`config.mk`:
```
export PLATFORM = sky130hd
export DESIGN_NAME = fetch_buffer_flat
export DESIGN_NICKNAME = d
export VERILOG_FILES = /design/src/rtl/fetch_buffer_pkg.sv /design/src/rtl/fetch_buffer_if.sv /design/src/rtl/fetch_buffer_fifo_ptr_ctrl.sv /design/src/rtl/fetch_buffer.sv /design/src/flat_wrapper.sv
export SDC_FILE = /design/constraint.sdc
export NUM_CORES = 1
export LEC_CHECK = 0
export ABC_AREA = 1
export BUFFER_PORTS_ARGS = -buffer_cell sky130_fd_sc_hd__buf_2
export CELL_PAD_IN_SITES_DETAIL_PLACEMENT = 0
export CELL_PAD_IN_SITES_GLOBAL_PLACEMENT = 2
export CORE_ASPECT_RATIO = 1.75
export CORE_UTILIZATION = 38
export DETAILED_ROUTE_END_ITERATION = 8
export PLACE_DENSITY = 0.85
export SYNTH_ARGS = -nofsm -noshare
export SYNTH_HDL_FRONTEND = slang
export SYNTH_SLANG_ARGS = --single-unit
```
`constraint.sdc`:
```
create_clock -name clk -period 4.5 [get_ports clk]
set_input_delay 0.45 -clock clk [delete_from_list [all_inputs] [get_ports clk]]
set_output_delay 0.45 -clock clk [all_outputs]
set_load 0.01 [all_outputs]
```
`src/rtl/fetch_buffer_pkg.sv`:
```
// Shared types and sizing for the fetch-to-decode decoupling queue.
package fetch_buffer_pkg;

  localparam int unsigned N        = 32;
  localparam int unsigned FB_DEPTH = 4;

  typedef struct packed {
    logic [N-1:0] pc;
    logic [N-1:0] instr;
  } fetch_entry_t;

endpackage

```
`src/rtl/fetch_buffer_if.sv`:
```
// Fetch/decode bundle: the fetch and decode stages drive the master side, the queue the slave.
interface fetch_buffer_if
  import fetch_buffer_pkg::*;
#(
  parameter int unsigned Len   = N,
  parameter int unsigned Depth = FB_DEPTH
);

  localparam int unsigned CntW = $clog2(Depth) + 1;

  logic [Len-1:0]  if_pc;
  logic [Len-1:0]  if_instr;
  logic            brTaken;
  logic            freeze;
  logic            id_valid;
  logic [Len-1:0]  id_pc;
  logic [Len-1:0]  id_instr;
  logic            id_ready;
  logic [CntW-1:0] count;

  modport master (
    output if_pc, if_instr, brTaken, id_ready,
    input  freeze, id_valid, id_pc, id_instr, count
  );

  modport slave (
    input  if_pc, if_instr, brTaken, id_ready,
    output freeze, id_valid, id_pc, id_instr, count
  );

endinterface

```
`src/rtl/fetch_buffer_fifo_ptr_ctrl.sv`:
```
// Read/write pointers and occupancy for a power-of-two circular queue with synchronous flush.
module fifo_ptr_ctrl #(
  parameter int unsigned Depth = 4,
  localparam int unsigned PtrW = $clog2(Depth),
  localparam int unsigned CntW = $clog2(Depth) + 1
) (
  input  logic            clk,
  input  logic            rstn,
  input  logic            i_push,
  input  logic            i_pop,
  input  logic            i_flush,
  output logic [PtrW-1:0] o_wr_ptr,
  output logic [PtrW-1:0] o_rd_ptr,
  output logic [CntW-1:0] o_count,
  output logic            o_full,
  output logic            o_empty
);

  logic [PtrW-1:0] r_wr_ptr;
  logic [PtrW-1:0] r_rd_ptr;
  logic [CntW-1:0] r_count;
  logic            w_push;
  logic            w_pop;

  assign o_full  = (r_count == CntW'(Depth));
  assign o_empty = (r_count == '0);

  // Guard against overflow/underflow even if the caller forgets to gate.
  assign w_push = i_push && !o_full;
  assign w_pop  = i_pop && !o_empty;

  always_ff @(posedge clk or negedge rstn) begin
    if (!rstn) begin
      r_wr_ptr <= '0;
      r_rd_ptr <= '0;
      r_count  <= '0;
    end else if (i_flush) begin
      r_wr_ptr <= '0;
      r_rd_ptr <= '0;
      r_count  <= '0;
    end else begin
      if (w_push) r_wr_ptr <= r_wr_ptr + PtrW'(1);
      if (w_pop)  r_rd_ptr <= r_rd_ptr + PtrW'(1);
      if (w_push && !w_pop) begin
        r_count <= r_count + CntW'(1);
      end else if (w_pop && !w_push) begin
        r_count <= r_count - CntW'(1);
      end
    end
  end

  assign o_wr_ptr = r_wr_ptr;
  assign o_rd_ptr = r_rd_ptr;
  assign o_count  = r_count;

endmodule

```
`src/rtl/fetch_buffer.sv`:
```
// Fetch buffer: queues {PC, instr} pairs between fetch and decode, freezes fetch when full,
// and drops all queued wrong-path entries on a taken branch.
module fetch_buffer
  import fetch_buffer_pkg::*;
#(
  parameter int unsigned Depth = FB_DEPTH
) (
  input logic           clk,
  input logic           rstn,
  fetch_buffer_if.slave bus
);

  localparam int unsigned PtrW = $clog2(Depth);
  localparam int unsigned CntW = $clog2(Depth) + 1;

  logic            w_push;
  logic            w_pop;
  logic [PtrW-1:0] w_wr_ptr;
  logic [PtrW-1:0] w_rd_ptr;
  logic [CntW-1:0] w_count;
  logic            w_full;
  logic            w_empty;
  fetch_entry_t    r_mem [Depth];

  // Flush wins over both handshakes; freeze comes only from registered occupancy.
  assign w_push = !w_full && !bus.brTaken;
  assign w_pop  = !w_empty && bus.id_ready && !bus.brTaken;

  fifo_ptr_ctrl #(
    .Depth (Depth)
  ) u_ptr_ctrl (
    .clk      (clk),
    .rstn     (rstn),
    .i_push   (w_push),
    .i_pop    (w_pop),
    .i_flush  (bus.brTaken),
    .o_wr_ptr (w_wr_ptr),
    .o_rd_ptr (w_rd_ptr),
    .o_count  (w_count),
    .o_full   (w_full),
    .o_empty  (w_empty)
  );

  always_ff @(posedge clk or negedge rstn) begin
    if (!rstn) begin
      for (int i = 0; i < int'(Depth); i++) begin
        r_mem[i] <= '0;
      end
    end else if (w_push) begin
      r_mem[w_wr_ptr] <= '{pc: bus.if_pc, instr: bus.if_instr};
    end
  end

  // Empty head reads as PC 0 / NOP rather than stale storage.
  always_comb begin
    bus.id_valid = !w_empty;
    bus.id_pc    = '0;
    bus.id_instr = '0;
    if (!w_empty) begin
      bus.id_pc    = r_mem[w_rd_ptr].pc;
      bus.id_instr = r_mem[w_rd_ptr].instr;
    end
  end

  assign bus.freeze = w_full;
  assign bus.count  = w_count;

endmodule
```
`src/flat_wrapper.sv`:
```
// flat-port wrapper written by rule: the top's interface ports become plain ports
module fetch_buffer_flat import fetch_buffer_pkg::*;
#(
  parameter int unsigned Depth = FB_DEPTH
)
  (clk, rstn, bus_if_pc, bus_if_instr, bus_brTaken, bus_id_ready, bus_freeze, bus_id_valid, bus_id_pc, bus_id_instr, bus_count);
  fetch_buffer_if #(.Depth(Depth)) bus_i ();
  input logic clk;
  input logic rstn;
  input wire logic [$bits(bus_i.if_pc)-1:0] bus_if_pc;
  input wire logic [$bits(bus_i.if_instr)-1:0] bus_if_instr;
  input wire logic [$bits(bus_i.brTaken)-1:0] bus_brTaken;
  input wire logic [$bits(bus_i.id_ready)-1:0] bus_id_ready;
  output wire logic [$bits(bus_i.freeze)-1:0] bus_freeze;
  output wire logic [$bits(bus_i.id_valid)-1:0] bus_id_valid;
  output wire logic [$bits(bus_i.id_pc)-1:0] bus_id_pc;
  output wire logic [$bits(bus_i.id_instr)-1:0] bus_id_instr;
  output wire logic [$bits(bus_i.count)-1:0] bus_count;
  assign bus_i.if_pc = bus_if_pc;
  assign bus_i.if_instr = bus_if_instr;
  assign bus_i.brTaken = bus_brTaken;
  assign bus_i.id_ready = bus_id_ready;
  assign bus_freeze = bus_i.freeze;
  assign bus_id_valid = bus_i.id_valid;
  assign bus_id_pc = bus_i.id_pc;
  assign bus_id_instr = bus_i.id_instr;
  assign bus_count = bus_i.count;
  fetch_buffer #(.Depth(Depth)) u_core (.clk(clk), .rstn(rstn), .bus(bus_i));
endmodule
```
==> impl_metrics.py <==
metrics = {
    "run": {
        "maxCapViolCount": 0,
    },
    "pwr": {
        "p_sw_share_pct": 40.1,
        "p_int_mw": 6.14,
        "seqPwrFrac_pct": 38.4,
        "leakagePower_nw": 6.68,
        "max-vdd-ir-drop_mv": 0.563,
        "combPwrFrac_pct": 40.0,
        "p_sw_mw": 4.11,
        "powerDensity_mw_per_mm2": 732,
        "power_frac_clock_pct": 21.6,
    },
    "route": {
        "drcViolationCount": 30,
        "avgViaCountPerCell": 5.19,
        "drt-initial-drc-count": 627,
        "wl_per_cell_um": 17.5,
        "finalWirelength_mm": 35.4,
        "drtAntennaViolNets": 0,
        "vias": 10500,
        "first_pass_iters": 9,
    },
    "clock_network": {
        "clk_pin_slew_ps": 60,
        "insertion_delay_ps": 540,
        "clock_sink_count": 263,
        "cts_htree_levels": 1,
        "cts_resized": 0,
        "hold_buffers": 0,
        "cts_tree": "yes",
        "clockRootBuffer": "clkbuf_16",
        "postCtsSetupBuffers": 0,
        "clockBufferDepth": 3,
        "numCtsBuffers": 26,
    },
    "timing": {
        "skew_ps": 9.26,
        "slew_violations": 0,
        "max_freq_mhz": 286,
        "tns_ps": 0,
        "period_minus_slack_ps": 3490,
        "grt_setup_unrepaired": "false",
        "slew_headroom_pct": 29.9,
        "setup_viol_count_final": 0,
        "worstMarginPinSlew_ps": 1050,
        "finalCritPeriodShare_pct": 77.7,
        "hold_violations": 0,
    },
    "global_routing": {
        "grtUsageMet3_pct": 2.54,
        "grt_pass1_vias": 10300,
        "grt_pass1_wl_mm": 57.8,
        "grtUsageTotal_pct": 21.9,
        "grt_max_degree": 130,
        "grt_most_used_layer": "met2",
        "use_met2_pct": 39.0,
        "grt_overflow_total": 0,
        "use_met1_pct": 28.0,
        "antenna_found_initial": 2,
    },
    "placement": {
        "numPortBuffers": 136,
        "postPlaceCellArea_mm2": 0.0131,
        "detailed_place_hpwl_mm": 20.4,
        "place_congestion": 0.712,
    },
    "floorplan": {
        "die_h_um": 241,
        "design.die.area_mm2": 0.0333,
        "row_count": 87,
        "pin_count": 137,
        "core_area_mm2": 0.0321,
        "start_util_pct": 38.6,
        "die_w_um": 138,
    },
    "outcome": {
        "violations": "design-rule violations",
        "outcome": "complete, but fails checks",
    },
    "critical_path": {
        "startpoint_type": "flop",
        "cp_max_fo": 74,
        "setup.worst_path.end_class": "primary output",
        "cp.arrival_ps": 3040,
        "critPathKind": "flop to primary output",
        "crit_required_ps": 4050,
    },
    "final_layout": {
        "utilization_pct": 43.6,
        "stdcell_area_mm2": 0.0140,
        "fillCellCount": 3241,
        "syn2layout_area_growth_pct": 13.1,
        "final_layout_size_suffix_gt1_share_pct": 13.2,
        "final_nets": 1671,
    },
    "synth": {
        "mappedNetlistNets": 1600,
        "synth_top_area_share_pct": 53.1,
        "ys_seq_area_share_pct": 53.1,
        "synth_seq_cells": 263,
        "syn_area_per_cell_um2": 8.11,
        "synth_top_area_cell": "dfrtp_1",
        "syn_inst": 1527,
        "netlist_area_mm2": 0.0124,
        "synthDistinctLibCells": 22,
        "ys_warn_count": 0,
        "ys_top_cells_by_area": "dfrtp_1 (53%), nand2_1 (12%), o21ai_0 (9.5%)",
    },
    "hold_path": {
        "hold_class": "input port to asynchronous set/reset pin",
    },
}
-- synthesized netlist by cell type --
cell type and number:
a21oi_1 192, nand2_1 397, inv_1 140, nor2_4 3, dfrtp_1 263, buf_2 15, o21ai_1 153, inv_2 7
ha_1 4, buf_4 17, nor2_2 3, buf_6 19, fa_1 1, o22ai_1 1, buf_1 20, nand4_1 1
o31ai_1 1, nor2_1 1, o21ai_0 236, clkbuf_1 44, nand2_4 1, nand3_1 8
-- sequential cells by signal, summed over array words and instances (netlist names) --
signal	count
u_core.u_ptr_ctrl.o_count	3
u_core.u_ptr_ctrl.o_wr_ptr	2
u_core.u_ptr_ctrl.o_rd_ptr	2
u_core.r_mem	256
-- worst paths after layout --
check | cells past startpoint | from | endpoint | slack (ps)
worst min-delay path | 1 | rstn | u_core.r_mem[82] | 30
min in group clk | 3 | bus_if_pc[9] | u_core.r_mem[41] | 170
max in group asynchronous | 2 | rstn | u_core.r_mem[252] | 3380
worst max-delay path | 5 | u_core.u_ptr_ctrl.o_rd_ptr[0] | bus_id_instr[26] | 1010
worst min register to register | 2 | u_core.r_mem[231] | u_core.r_mem[231] | 470
worst max register to register | 8 | u_core.u_ptr_ctrl.o_count[2] | u_core.r_mem[152] | 1710
-- cells by family after synthesis --
logic type	count (synthesis)	synth area share, %
flip-flops	263	53.1
adder cells (fa/ha/maj)	5	0.566
AND/OR/NAND/NOR	414	13.0
AO/OA/AOI/OAI	583	23.6
buffers and inverters	262	9.76
-- critical path, stage by stage (launching register included) --
cell and delay, ps:
dfrtp_4 760, inv_4 630, buf_4 490, o21ai_0 160, a21oi_1 250, buf_2 180
-- power groups by stage --
stage / Combinational [mW] / Sequential, mW / Clock [mW]
floorplan: 2.86 / 3.81 / 0
global placement: 4.10 / 3.95 / 0
detailed placement: 4.15 / 3.99 / 0
CTS: 4.17 / 3.94 / 2.27
global route: 4.70 / 4.07 / 2.36
finish: 4.10 / 3.94 / 2.21
-- stage by stage --
stage               cells  power (mW)  setup slack (ps)  hold WS (ps)
floorplan            1527        6.67              2770           154
global placement     1970        8.05              1600           456
detailed placement   1970        8.13              1570           463
CTS                  2016        10.4               987          82.9
global route         2017        11.1               779          96.4
finish               2018        10.3              1010          30.9
-- routing by layer --
metal	vias to the layer above	share of wire [%]
met5	-	0.037
met2	211	51
met4	2	1.9
met3	39	4.1
met1	5099	43
li1	5120	-
-- layout make-up --
cell class	instances	area (um^2)	share of cell area, %
Multi-Input combinational cell	1002	4610	32.9
Timing Repair Buffer	158	893	6.38
Clock buffer	42	812	5.80
Clock inverter	4	45.0	0.322
Antenna cell	2	5.00	0.0357
Tap cell	400	500	3.57
Inverter	147	556	3.97
Sequential cell	263	6590	47.0
-- cells in the final DEF (no fill, tap or decap), types with 5 or more instances in the layout --
master	netlist	final
buf_2	15	135
inv_1	140	139
dfrtp_1	263	261
nand3_1	8	8
o21ai_0	236	236
o21ai_1	153	153
a21oi_1	192	192
nor2_4	3	5
nand2_1	397	397
clkbuf_8	0	8
clkbuf_1	44	7
buf_4	17	19
clkbuf_16	0	27
inv_2	7	6
No activity file was read; power rests on OpenSTA's default activity.
